`src/rtl/fb_rect_fill.sv`:
```
// Framebuffer rectangle fill engine: writes one pixel value over a clipped
// rectangle in raster order, one write per accepted handshake.
module fb_rect_fill #(
    parameter int COORD_W = 8,
    parameter int PIX_W   = 8
) (
    input  logic                   clk,
    input  logic                   rst_n,
    input  logic                   start,
    input  logic [COORD_W-1:0]     x0,
    input  logic [COORD_W-1:0]     y0,
    input  logic [COORD_W:0]       width,
    input  logic [COORD_W:0]       height,
    input  logic [PIX_W-1:0]       color,
    output logic                   fb_we,
    output logic [2*COORD_W-1:0]   fb_addr,
    output logic [PIX_W-1:0]       fb_wdata,
    input  logic                   fb_ready,
    output logic                   busy,
    output logic                   done
);

    typedef enum logic [1:0] {S_IDLE, S_FILL, S_DONE} state_t;

    localparam logic [COORD_W-1:0] COORD_MAX = '1;

    state_t             state, state_nx;
    logic [COORD_W-1:0] x_cur, y_cur, x_org, x_end, y_end;
    logic [COORD_W:0]   xe_full, ye_full;
    logic [COORD_W-1:0] x_end_c, y_end_c;
    logic               zero_ext, transfer, last_px;
    logic               we_nx, busy_nx, done_nx;

    // Inclusive end coordinates; the carry bit flags a rectangle that runs off screen.
    always_comb begin
        xe_full  = {1'b0, x0} + width  - (COORD_W+1)'(1);
        ye_full  = {1'b0, y0} + height - (COORD_W+1)'(1);
        x_end_c  = xe_full[COORD_W] ? COORD_MAX : xe_full[COORD_W-1:0];
        y_end_c  = ye_full[COORD_W] ? COORD_MAX : ye_full[COORD_W-1:0];
        zero_ext = (width == '0) || (height == '0);
        transfer = (state == S_FILL) && fb_we && fb_ready;
        last_px  = (x_cur == x_end) && (y_cur == y_end);
    end

    always_ff @(posedge clk or negedge rst_n) begin
        if (!rst_n) state <= S_IDLE;
        else        state <= state_nx;
    end

    always_comb begin
        state_nx = state;
        case (state)
            S_IDLE: if (start) state_nx = zero_ext ? S_DONE : S_FILL;
            S_FILL: if (transfer && last_px) state_nx = S_DONE;
            S_DONE: state_nx = S_IDLE;
            default: state_nx = S_IDLE;
        endcase
    end

    // Outputs are decoded from the next state and registered, so they appear
    // in the same cycle as the state they describe.
    always_comb begin
        we_nx   = (state_nx == S_FILL);
        busy_nx = (state_nx == S_FILL);
        done_nx = (state_nx == S_DONE);
    end

    always_ff @(posedge clk or negedge rst_n) begin
        if (!rst_n) begin
            fb_we <= 1'b0;
            busy  <= 1'b0;
            done  <= 1'b0;
        end else begin
            fb_we <= we_nx;
            busy  <= busy_nx;
            done  <= done_nx;
        end
    end

    always_ff @(posedge clk or negedge rst_n) begin
        if (!rst_n) begin
            x_cur    <= '0;
            y_cur    <= '0;
            x_org    <= '0;
            x_end    <= '0;
            y_end    <= '0;
            fb_wdata <= '0;
        end else if (state == S_IDLE && start) begin
            x_cur    <= x0;
            y_cur    <= y0;
            x_org    <= x0;
            x_end    <= x_end_c;
            y_end    <= y_end_c;
            fb_wdata <= color;
        end else if (transfer && !last_px) begin
            if (x_cur != x_end) begin
                x_cur <= x_cur + COORD_W'(1);
            end else begin
                x_cur <= x_org;
                y_cur <= y_cur + COORD_W'(1);
            end
        end
    end

    assign fb_addr = {y_cur, x_cur};

endmodule
```
`config.mk`:
```
export PLATFORM = sky130hd
export DESIGN_NAME = fb_rect_fill
export DESIGN_NICKNAME = d
export VERILOG_FILES = /design/src/rtl/fb_rect_fill.sv
export SDC_FILE = /design/constraint.sdc
export NUM_CORES = 1
export LEC_CHECK = 0
export ABC_AREA = 1
export CORE_MARGIN = 10
export CORE_UTILIZATION = 45
export CTS_CLUSTER_DIAMETER = 30
export CTS_CLUSTER_SIZE = 25
export DETAILED_ROUTE_END_ITERATION = 6
export PLACE_DENSITY_LB_ADDON = 0.08
export SLEW_MARGIN = 0
export SYNTH_ARGS = -nofsm -noshare
export SYNTH_HDL_FRONTEND = slang
export SYNTH_SLANG_ARGS = --single-unit
export TNS_END_PERCENT = 20
```
`constraint.sdc`:
```
create_clock -name clk -period 1.75 [get_ports clk]
set_input_delay 0.4375 -clock clk [delete_from_list [all_inputs] [get_ports clk]]
set_output_delay 0.4375 -clock clk [all_outputs]
set_load 0.02 [all_outputs]
```
==> results.toml <==
[run_status]
status = "complete, but fails checks"
violations = "negative setup slack"

[routing]
dr.pass1.iters = 4
via_per_inst = 4.80
drtAntennaViolNets = 0
wl_per_cell_um = 13.5
wirelength_mm = 11.4
drc = 0
drtIter0Drc = 224
num_vias = 4045

[yosys]
synth-simple-area-share_pct = 33.5
synth_top_area_share_pct = 32.6
yosysTopAreaCell = "dfrtp_1"
avgSynthCellArea_um2 = 6.72
syn_inst = 594
synth-compound-area-share_pct = 6.18
syn_area_um2 = 3990
synth_area_leaders = "dfrtp_1 (33%), nand2_1 (21%), inv_1 (11%)"
synth_top_family_by_area = "simple AND/OR/NAND/NOR gates"
synthMuxAreaShare_pct = 0
synth.distinct_cells = 35
synth_xor_area_share_pct = 3.51
ys_seq_elements = 52
syn-num-nets = 674
synth_warnings = 0
yosysSeqAreaShare_pct = 32.6
yosys.area_share.adder_pct = 11.0

[layout]
diodes = 0
final_cell_area_um2 = 6020
area_delta_synth_final_pct = 50.9
multi_input_area_um2 = 2690
fillCellCount = 727
layout.cells.most_common = "nand2_1"
final_cell_mix = "nand2_1 (211), inv_1 (67), buf_4 (64), dfrtp_1 (46), inv_2 (40)"
regArea_um2 = 1310
nNetsFinal = 814
layout-drive-gt1-share_pct = 34.1

[timing]
fin_skew_ps = 9.63
slew-limit-headroom_pct = 56.7
maxSlewViolCount = 0
finalHoldViolations = 0
fmax_ghz = 0.567
period_share_pct = 101
period_needed_ps = 1760
worstMarginPinSlew_ps = 643
tns_ps = -13.7
fin_ws_ps = -13.7
setup_viol = 1
rsz0062_at_grt = "true"

[power]
power_mw = 5.99
clkPwrFrac_pct = 10.8
comb_power_share_pct = 54.2
irDropWorstVdd_mv = 0.764
p_sw_mw = 2.62
power_density_nw_per_um2 = 996
switching_share_pct = 43.8
power.internal_mw = 3.37
leakagePower_nw = 3.22
seqPwrFrac_pct = 35.0

[worst_setup_path]
worst-r2r-cell-count = 12
crit_type = "in -> reg"
max_stage_delay_ps = 420
cpMaxStageDelayCell = "fa_2"
critPathTopFamily = "adder cells"
rrSetupSlack_ps = 80
timing.rr.start = "y_cur[0]"
critical_path.startpoint_type = "input pin"
crit_arrival_ps = 1960
cp.buffers_inverters = 3
r2r-end = "x_cur[5]"
required_ps = 1940
path_cells = "buf_8, inv_4, ha_4, inv_2, ha_4, fa_2, nand3_2, nand2_1, or2_4, a21oi_2, a21oi_1"
crit_path_frequent_cell = "ha_4"
cp_max_fo = 3
end_kind = "flip-flop"

[placed_design]
place_area_um2 = 5470
io_buffers = 72
dpl.hpwl_mm = 8.56
gp_congestion = 0.851

[grt]
track_usage_pct = 17.2
overflow = 0
antenna_found_initial = 0
grt_pass1_wl_mm = 18.9
grt_max_degree = 53
grt_pass1_vias = 4066

[clocking]
clkLatencyLatePin_ps = 310
cts_tree = "built"
cts-root-buf = "clkbuf_8"
cts_buffer_depth = 2
numCtsBuffers = 5
htree_levels = 2
cts.sinks = 52
clkTransAtPathRegs_ps = 90

[floorplan]
design.core.area_um2 = 8680
ioPinCount = 73
die_width_um = 114
row_count = 34
die_area_um2 = 13000
initial_utilization_pct = 46.0
chipHeight_um = 114

[flow_run]
max-cap-violations = 0

[min_path]
hold_path_class = "in -> async"
## registers in the layout, indices dropped and copies added (netlist names)
| name | flops |
|---|---|
| busy | 1 |
| x_cur | 8 |
| done | 1 |
| state | 2 |
| x_org | 8 |
| fb_wdata | 8 |
| x_end | 8 |
| y_end | 8 |
| y_cur | 8 |
## routing by layer
metal  global-route usage [%]  wire (um)  vias to the layer above
met4                     3.93         58                        0
met1                     22.1       5090                     1867
met5                        0          0                        -
li1                         -          -                     2082
met2                     28.5       5500                       90
met3                     4.14        714                        6
## cell families after synthesis
group | Yosys count
AOI/OAI and AO/OA | 44
xor gates and xnor gates | 16
adders and majority gates | 34
buffers and inverters | 133
DFF | 52
and+or+nand+nor | 315
## worst max path at each step
| stage | start | to | slack [ps] | cells past startpoint |
|---|---|---|---|---|
| final | x0[1] | x_end[5] | -10 | 11 |
| after floorplan | x0[1] | x_end[5] | -180 | 10 |
| after global placement | x0[7] | x_end[2] | -800 | 12 |
| after detailed placement | x0[7] | x_end[1] | -850 | 12 |
| after global routing | y0[5] | y_end[1] | -90 | 16 |
| after CTS | height[0] | y_end[7] | -20 | 13 |
## cells in the mapped netlist
| cell type | count |
|---|---|
| a31oi_1 | 1 |
| nor4_1 | 1 |
| or2_2 | 2 |
| xnor2_1 | 8 |
| nand3_2 | 3 |
| nor2_4 | 3 |
| a22oi_1 | 3 |
| dfrtp_1 | 52 |
| ha_1 | 32 |
| o21ai_0 | 19 |
| a21oi_1 | 13 |
| nand2_2 | 6 |
| nor3b_1 | 1 |
| nand2_4 | 3 |
| buf_6 | 2 |
| nor3_1 | 1 |
| buf_1 | 1 |
| o31ai_1 | 3 |
| inv_1 | 117 |
| nor2_1 | 30 |
| o22ai_1 | 2 |
| nand2_1 | 224 |
| inv_2 | 4 |
| o211ai_1 | 1 |
| buf_4 | 1 |
| clkbuf_1 | 5 |
| inv_4 | 1 |
| buf_2 | 2 |
| nand3_1 | 31 |
| nand4_1 | 8 |
| fa_1 | 2 |
| or2_0 | 1 |
| nor2_2 | 1 |
| a21o_1 | 2 |
| xor2_1 | 8 |
## what timing repair did
item | 4_1_cts | 5_1_grt
gates resized for setup | 185 | 79
setup buffers | 14 | 5
pin swaps | 52 | 53
hold buffers | 0 | 0
endpoints found under the setup margin | 38 | 40
## final cells by class
type | instances | area share (%)
Inverter | 122 | 8.44
Multi-Input combinational cell | 409 | 44.7
Timing Repair Buffer | 144 | 21.6
Clock buffer | 6 | 1.21
Clock inverter | 1 | 0.0832
Sequential cell | 52 | 21.7
Tap cell | 108 | 2.25
## power groups by stage
stage          clock network, mW  registers, mW  logic, mW
2_1_floorplan                  0           2.27       1.72
3_5_place_dp                   0           2.11       3.11
4_1_cts                    0.668           2.08       3.15
5_1_grt                    0.723           2.17       3.66
3_3_place_gp                   0           2.09       3.03
6_report                   0.650           2.10       3.25
## metrics by stage
step / hold slack [ps] / instances / worst slack [ps] / util [%]
5_1_grt: 117 / 842 / -91.4 / 69.3
6_report: 109 / 842 / -13.7 / 69.3
2_1_floorplan: 142 / 594 / -184 / -
3_3_place_gp: 450 / 816 / -801 / 63.0
3_5_place_dp: 451 / 816 / -851 / 63.0
4_1_cts: 121 / 837 / -24.7 / 66.7
(Power assumes the default switching activity.)
